`config.mk`:
```
export PLATFORM = sky130hd
export DESIGN_NAME = fifo_burst_reader
export DESIGN_NICKNAME = d
export VERILOG_FILES = /design/src/rtl/fifo_burst_reader.sv
export SDC_FILE = /design/constraint.sdc
export NUM_CORES = 1
export LEC_CHECK = 0
export CAP_MARGIN = 15
export CORE_MARGIN = 1
export CORE_UTILIZATION = 30
export CTS_CLUSTER_SIZE = 10
export DETAILED_ROUTE_END_ITERATION = 16
export PLACE_DENSITY = 0.64
export SLEW_MARGIN = 25
export SYNTH_ARGS = -nofsm -noshare
export SYNTH_HDL_FRONTEND = slang
export SYNTH_SLANG_ARGS = --single-unit
```
`constraint.sdc`:
```
create_clock -name clk -period 3.1 [get_ports clk]
set_clock_uncertainty 0.2 [all_clocks]
set_input_delay 0.775 -clock clk [delete_from_list [all_inputs] [get_ports clk]]
set_output_delay 0.775 -clock clk [all_outputs]
set_load 0.05 [all_outputs]
```
`src/rtl/fifo_burst_reader.sv`:
```
// Read-side burst master for fifo_flops: pops a programmed number of words and
// re-presents them on a registered valid/ready stream with a starvation timeout.
module fifo_burst_reader #(
    parameter int BITS    = 16,
    parameter int LEN_W   = 8,
    parameter int TIMEOUT = 32
) (
    input  logic             clk,
    input  logic             rst_n,
    input  logic             i_start,
    input  logic [LEN_W-1:0] i_burst_len,
    input  logic [BITS-1:0]  i_fifo_dout,
    input  logic             i_fifo_pndng,
    output logic             o_fifo_pop,
    output logic [BITS-1:0]  o_out_data,
    output logic             o_out_valid,
    input  logic             i_out_ready,
    output logic             o_busy,
    output logic             o_done,
    output logic             o_timed_out,
    output logic [LEN_W-1:0] o_sent_count
);

    localparam int SW = $clog2(TIMEOUT + 1);

    typedef enum logic [1:0] {
        S_IDLE = 2'd0,
        S_RUN  = 2'd1,
        S_DONE = 2'd2
    } state_t;

    state_t           r_state;
    state_t           w_next_state;
    logic [BITS-1:0]  r_out_data;
    logic             r_out_valid;
    logic             r_timed_out;
    logic [LEN_W-1:0] r_sent_count;
    logic [LEN_W-1:0] r_remaining;
    logic [SW-1:0]    r_starve_cnt;

    logic w_slot_free;
    logic w_accept;
    logic w_pop;
    logic w_starving;
    logic w_starve_limit;

    assign w_slot_free    = !r_out_valid || i_out_ready;
    assign w_accept       = r_out_valid && i_out_ready;
    assign w_pop          = (r_state == S_RUN) && i_fifo_pndng &&
                            (r_remaining != '0) && w_slot_free;
    assign w_starving     = (r_state == S_RUN) && (r_remaining != '0) && !i_fifo_pndng;
    assign w_starve_limit = (r_starve_cnt == SW'(TIMEOUT - 1));

    // The burst only closes once the last word has been handed downstream.
    always_comb begin
        w_next_state = r_state;
        case (r_state)
            S_IDLE: begin
                if (i_start) begin
                    w_next_state = (i_burst_len != '0) ? S_RUN : S_DONE;
                end
            end
            S_RUN: begin
                if ((r_remaining == '0) && w_slot_free) begin
                    w_next_state = S_DONE;
                end
            end
            S_DONE:  w_next_state = S_IDLE;
            default: w_next_state = S_IDLE;
        endcase
    end

    always_ff @(posedge clk or negedge rst_n) begin
        if (!rst_n) begin
            r_state <= S_IDLE;
        end else begin
            r_state <= w_next_state;
        end
    end

    always_ff @(posedge clk or negedge rst_n) begin
        if (!rst_n) begin
            r_out_data   <= '0;
            r_out_valid  <= 1'b0;
            r_timed_out  <= 1'b0;
            r_sent_count <= '0;
            r_remaining  <= '0;
            r_starve_cnt <= '0;
        end else begin
            if (w_pop) begin
                r_out_data  <= i_fifo_dout;
                r_out_valid <= 1'b1;
            end else if (w_accept) begin
                r_out_valid <= 1'b0;
            end

            if ((r_state == S_IDLE) && i_start) begin
                r_sent_count <= '0;
                r_timed_out  <= 1'b0;
                r_remaining  <= i_burst_len;
                r_starve_cnt <= '0;
            end else begin
                if (w_accept) begin
                    r_sent_count <= r_sent_count + LEN_W'(1);
                end
                // Starvation abort zeroes remaining so the normal exit path drains out.
                if (w_pop) begin
                    r_remaining  <= r_remaining - LEN_W'(1);
                    r_starve_cnt <= '0;
                end else if (w_starving) begin
                    if (w_starve_limit) begin
                        r_timed_out  <= 1'b1;
                        r_remaining  <= '0;
                        r_starve_cnt <= '0;
                    end else begin
                        r_starve_cnt <= r_starve_cnt + SW'(1);
                    end
                end
            end
        end
    end

    assign o_fifo_pop   = w_pop;
    assign o_out_data   = r_out_data;
    assign o_out_valid  = r_out_valid;
    assign o_busy       = (r_state != S_IDLE);
    assign o_done       = (r_state == S_DONE);
    assign o_timed_out  = r_timed_out;
    assign o_sent_count = r_sent_count;

endmodule

```
* Yosys cells after proc, flatten, opt, wreduce, memory -nomap -nowiden
Cells that the tools add are included.
** Word-level totals
- Input port bits :: 29
- Bits in registers :: 42
- Memory bits (read-only) :: 0
- Bits in writable memories :: 0
- Latch bits :: 0
- Logic and storage cells :: 61
- Output and inout port bits :: 29
- Memories kept :: 0
** Operators by class
- $lt $le $gt $ge :: 0
- Multiply operators :: 0
- Divide/modulo/power cells :: 0
- Reduce and logical (&&, ||, !) cells :: 25
- Bitwise operators :: 0
- Mux-type cells :: 20
- Shifts and indexed selects :: 0
- Equality and inequality tests :: 6
- $add $sub $neg :: 3
** Operators with widths (number)
- $mux 8 :: 6
- $mux 6 :: 4
- $reduce_bool 8->1 :: 2
- $reduce_bool 2->1 :: 5
- $add 8x1->8 const B :: 1
- $logic_and 1x1->1 :: 8
- $logic_not 8->1 :: 1
- $sub 8x1->8 const B :: 1
- $add 6x1->6 const B :: 1
- $eq 6x5->1 const B :: 1
- $mux 1 :: 6
- $mux 2 :: 3
- $reduce_bool 3->1 :: 2
- $ne 2x1->1 const B :: 2
- $pmux 2 s2 :: 1
- $reduce_and 2->1 :: 2
- $reduce_and 3->1 :: 1
- $eq 2x1->1 const B :: 1
- $eq 2x2->1 const B :: 1
- $logic_not 1->1 :: 2
- $logic_not 2->1 :: 1
- $ne 2x2->1 const B :: 1
- $logic_or 1x1->1 :: 1

* Logic depth before layout (Yosys ltp)
- Depth in word-level cells :: 6
- Mapped depth :: 10

* Worst setup path after synthesis
Ideal clock, no wire load.
- Path kind :: register to output
- From :: register r_remaining[0]
- To :: output port o_fifo_pop
- Data required time :: 2.125 ns
- Setup slack :: 0.570 ns
- Cell stages (with the launch flop) :: 9
- Buffers on the path :: 2
- Arrival time :: 1.555 ns
- Cell sequence :: dfrtp_1 inv_1 ha_1 nor4b_4 a21oi_2 nand3_2 inv_2 buf_6 buf_4
** Between the ends
- Word-level cells in the longest chain between the ends :: 3
** Ends and longest elaborated chain
- start: declaration :: RTL line 38 : logic [LEN_W-1:0] r_remaining;
- start signal: assignment :: RTL line 100 : r_remaining <= i_burst_len;
- start signal: assignment :: RTL line 108 : r_remaining <= r_remaining - LEN_W'(1);
- $reduce_bool 8->1 :: RTL line 50 : (r_remaining != '0) && w_slot_free;
- $logic_and 1x1->1 :: RTL line 49 : assign w_pop = (r_state == S_RUN) && i_fifo_pndng &&
- $logic_and 1x1->1 :: RTL line 50
- end: declaration :: RTL line 14 : output logic o_fifo_pop,
Every way passes these cells.

* Worst setup path after layout
Ends and elaborated chain as after synthesis.

==> results.md <==
* Status: finished clean
* Asr flop ratio synth at 100%
* Postcts setup bufs at 0
* Initial Util at 31.9%
* Final core utilization at between 40 and 50%
* Critical path required time at roughly 2.1 ns
* Clock slew at reported path FFs at 0.08 ns
* Max FO, Critical Path at 5
* Area occupied by multi-input gates at roughly 960 um^2
* Std cell rows at 29
* Largest net degree at the start of global routing at between 40 and 50
* I/O pin count at 58
* Worst VDD drop at around 0.00051 V
* Initial antenna violation count at 0
* Setup ws final at roughly 0.32 ns
* Minimum clock period at 2.78 ns
* Post-synth EDFFs at 0
* Sequential area share after synthesis at 50.7%
* Yosys warnings at 0
* Hold_buf cts at 0
* Port bufs at 57
* Clk buf depth at 2
* Routed wl met2 at 2060 um
* Die ar. at 7250 um^2
* RSZ-0062 raised after global routing: false
* DRC Markers at 0
* Worst R2R Setup Slack at ~0.73 ns
* Die Y at 85.2 um
* Met1 Wirelength at 2320 um
* HP Class: input pin to asynchronous set/reset pin
* Via density at 4.73
* Final period utilization at 89.7%
* Clock Sinks at 42
* Setup CP Type: register to primary output
* Mean routed wirelength per cell at 12.7 um
* Mean Syn Cell Area at around 9 um^2
* H-tree depth at 2
* Initial DRC count at 86
* Total grt overflow at 0
* Max Cap Viol at 0
* Yosys reg bits at 42
* Library cells used by synthesis at 46
* Slowest stage cell, crit path: dfrtp_1
* Syn Nets at 259
* Final GP Congestion at between 0.7 and 0.8
* Pre-CTS setup slack at ~0.33 ns
* Fin. Hold Viols at 0
* ANT cells at 0
* PD cells at 1020 nW/um^2
* Horiz. Die Dim at 85.2 um
* Final number of setup-violating endpoints at 0
* Most used DFF post-synth: dfrtp_1
* CTS Buf Count at 5
* Vias in the first global route at 1713
* P&R area growth vs syn at 37.8%
* Resize count post-CTS at 0
* Most frequent cells in the layout: 65 x nand2_1, 55 x clkdlybuf4s50_1, 42 x dfrtp_1
* CP Capture Type: primary output
* Crit path from: r_remaining[0]$_DFFE_PN0P_
* Clock latency on the worst-skew pair at ~0.29 ns
* Worst R2R Start: r_remaining[0]$_DFFE_PN0P_
* Crit path launch type: register
* Total GRT Usage at 14.4%
* Slew @ Worst Pin at 0.642 ns
* Synth Cell Area at about 2100 um^2
* Critical path's largest stage delay at between 0.4 and 0.5 ns
* Share of post-route cells with drive strength above 1 at 8.62%
* Core ar. at 6490 um^2
* Final WL at roughly 4700 um
* # fillers at 635
* DR WL met3 at about 250 um
* Setup TNS at 0 ns
* Nets at 322
* Post-Synthesis Cells at 226
* LEAKAGE at 1.32 nW
* Via count at approximately 1700
* Clock root cell: clkbuf_8
* Max-slew headroom at approximately 57%
* Register Area at 1050 um^2
* Max Clock Freq at 360 MHz
* DP Wirelength at 3180 um
* Antenna Violating Nets Remaining at 0
* Leading cell type in the layout, fill and taps excluded: nand2_1
* First-pass GRT wire length at 8260 um
* CTS tree: done
* Drt pass-1 iters at 4
* CP cell instances: inv_1 -> ha_1 -> nor4b_4 -> a21oi_2 -> nand3_2 -> inv_2 -> buf_12
* Top layer reached by signal wires: met4
* Final Max Slew Viols at 0
* Critical Path AT at 1.81 ns
## final cells by class
type                    count  share of cell area (%)
flip-flops and latches     42                    36.8
multi-input cells         170                    33.4
repair buffers             63                    21.8
well taps                  77                    3.37
clock buffers               7                    2.67
clock inverters             1                    1.05
inverters                   7                   0.919
## flip-flops by register name, summed over array words and instances (netlist names)
register and flops:
o_timed_out 1, r_state 2, o_out_data 16, r_starve_cnt 6, o_sent_count 8, r_remaining 8
o_out_valid 1
## worst max-delay path, delay by kind of cell (launching register included)
kind	cells	cell delay (ns)
simple gates	2	0.28
compound gates	1	0.27
flops	1	0.43
fa+ha+maj	1	0.20
buf+inv	3	0.34
## path summary, 6_finish.rpt
kind,to,cells after the start
worst min-delay path,r_remaining[2]$_DFFE_PN0P_,1
worst min register to register,o_out_data[13]$_DFFE_PN0P_,2
max in group asynchronous,o_out_data[6]$_DFFE_PN0P_,1
min in group clk,o_out_data[13]$_DFFE_PN0P_,2
worst max-delay path,o_fifo_pop,7
worst max register to register,r_remaining[0]$_DFFE_PN0P_,9
## layer usage
layer | global-route usage (%) | up-vias
li1 | - | 891
met1 | 20.0 | 798
met2 | 21.5 | 42
met3 | 5.06 | 6
met4 | 3.70 | 0
met5 | 0 | -
## per-stage QoR
step                instances  instance area, um^2  power (mW)  hold WS (ns)
CTS                       367                 2860        2.93         0.288
global placement          359                 2750        2.47         0.264
detailed placement        359                 2750        2.49         0.265
finish                    367                 2860        2.91         0.253
global route              367                 2860        3.12         0.293
floorplan                 226                 2070        1.98         0.273
## synthesized netlist by cell type (all sizes together), types with 2 or more instances
cell	n	area share [%]
buf	6	1.8
and3	3	0.90
nor3	3	0.97
nand3	2	0.72
or3	2	0.60
nor2	21	3.8
a21oi	16	4.4
nand2	65	12
nand4	3	0.90
nor4	3	0.90
xor2	7	3.0
ha	4	2.4
inv	7	1.3
nor3b	3	1.3
nand2b	3	0.90
o21ai	9	2.2
a31o	2	0.84
nand3b	2	0.72
a41o	3	1.4
a21o	2	0.72
a32oi	2	0.84
dfrtp	42	51
## kinds of logic (layout without fill, tap and decap cells)
group | Yosys count | after routing | synth area share, %
multiplexers | 2 | 2 | 1.03
adder cells (fa/ha/maj) | 4 | 4 | 2.41
XOR/XNOR | 8 | 8 | 3.38
AND/OR/NAND/NOR | 114 | 114 | 25.6
flip-flops | 42 | 42 | 50.7
AO/OA/AOI/OAI | 42 | 42 | 13.7
buffers and inverters | 14 | 78 | 3.26
## report_power, final
| group | switching (mW) | total (mW) | internal (mW) |
|---|---|---|---|
| combinational | 0.989 | 1.55 | 0.559 |
| sequential | 0.176 | 0.929 | 0.752 |
| clock | 0.189 | 0.430 | 0.241 |
| total | 1.35 | 2.91 | 1.55 |
(Power assumes the default switching activity.)
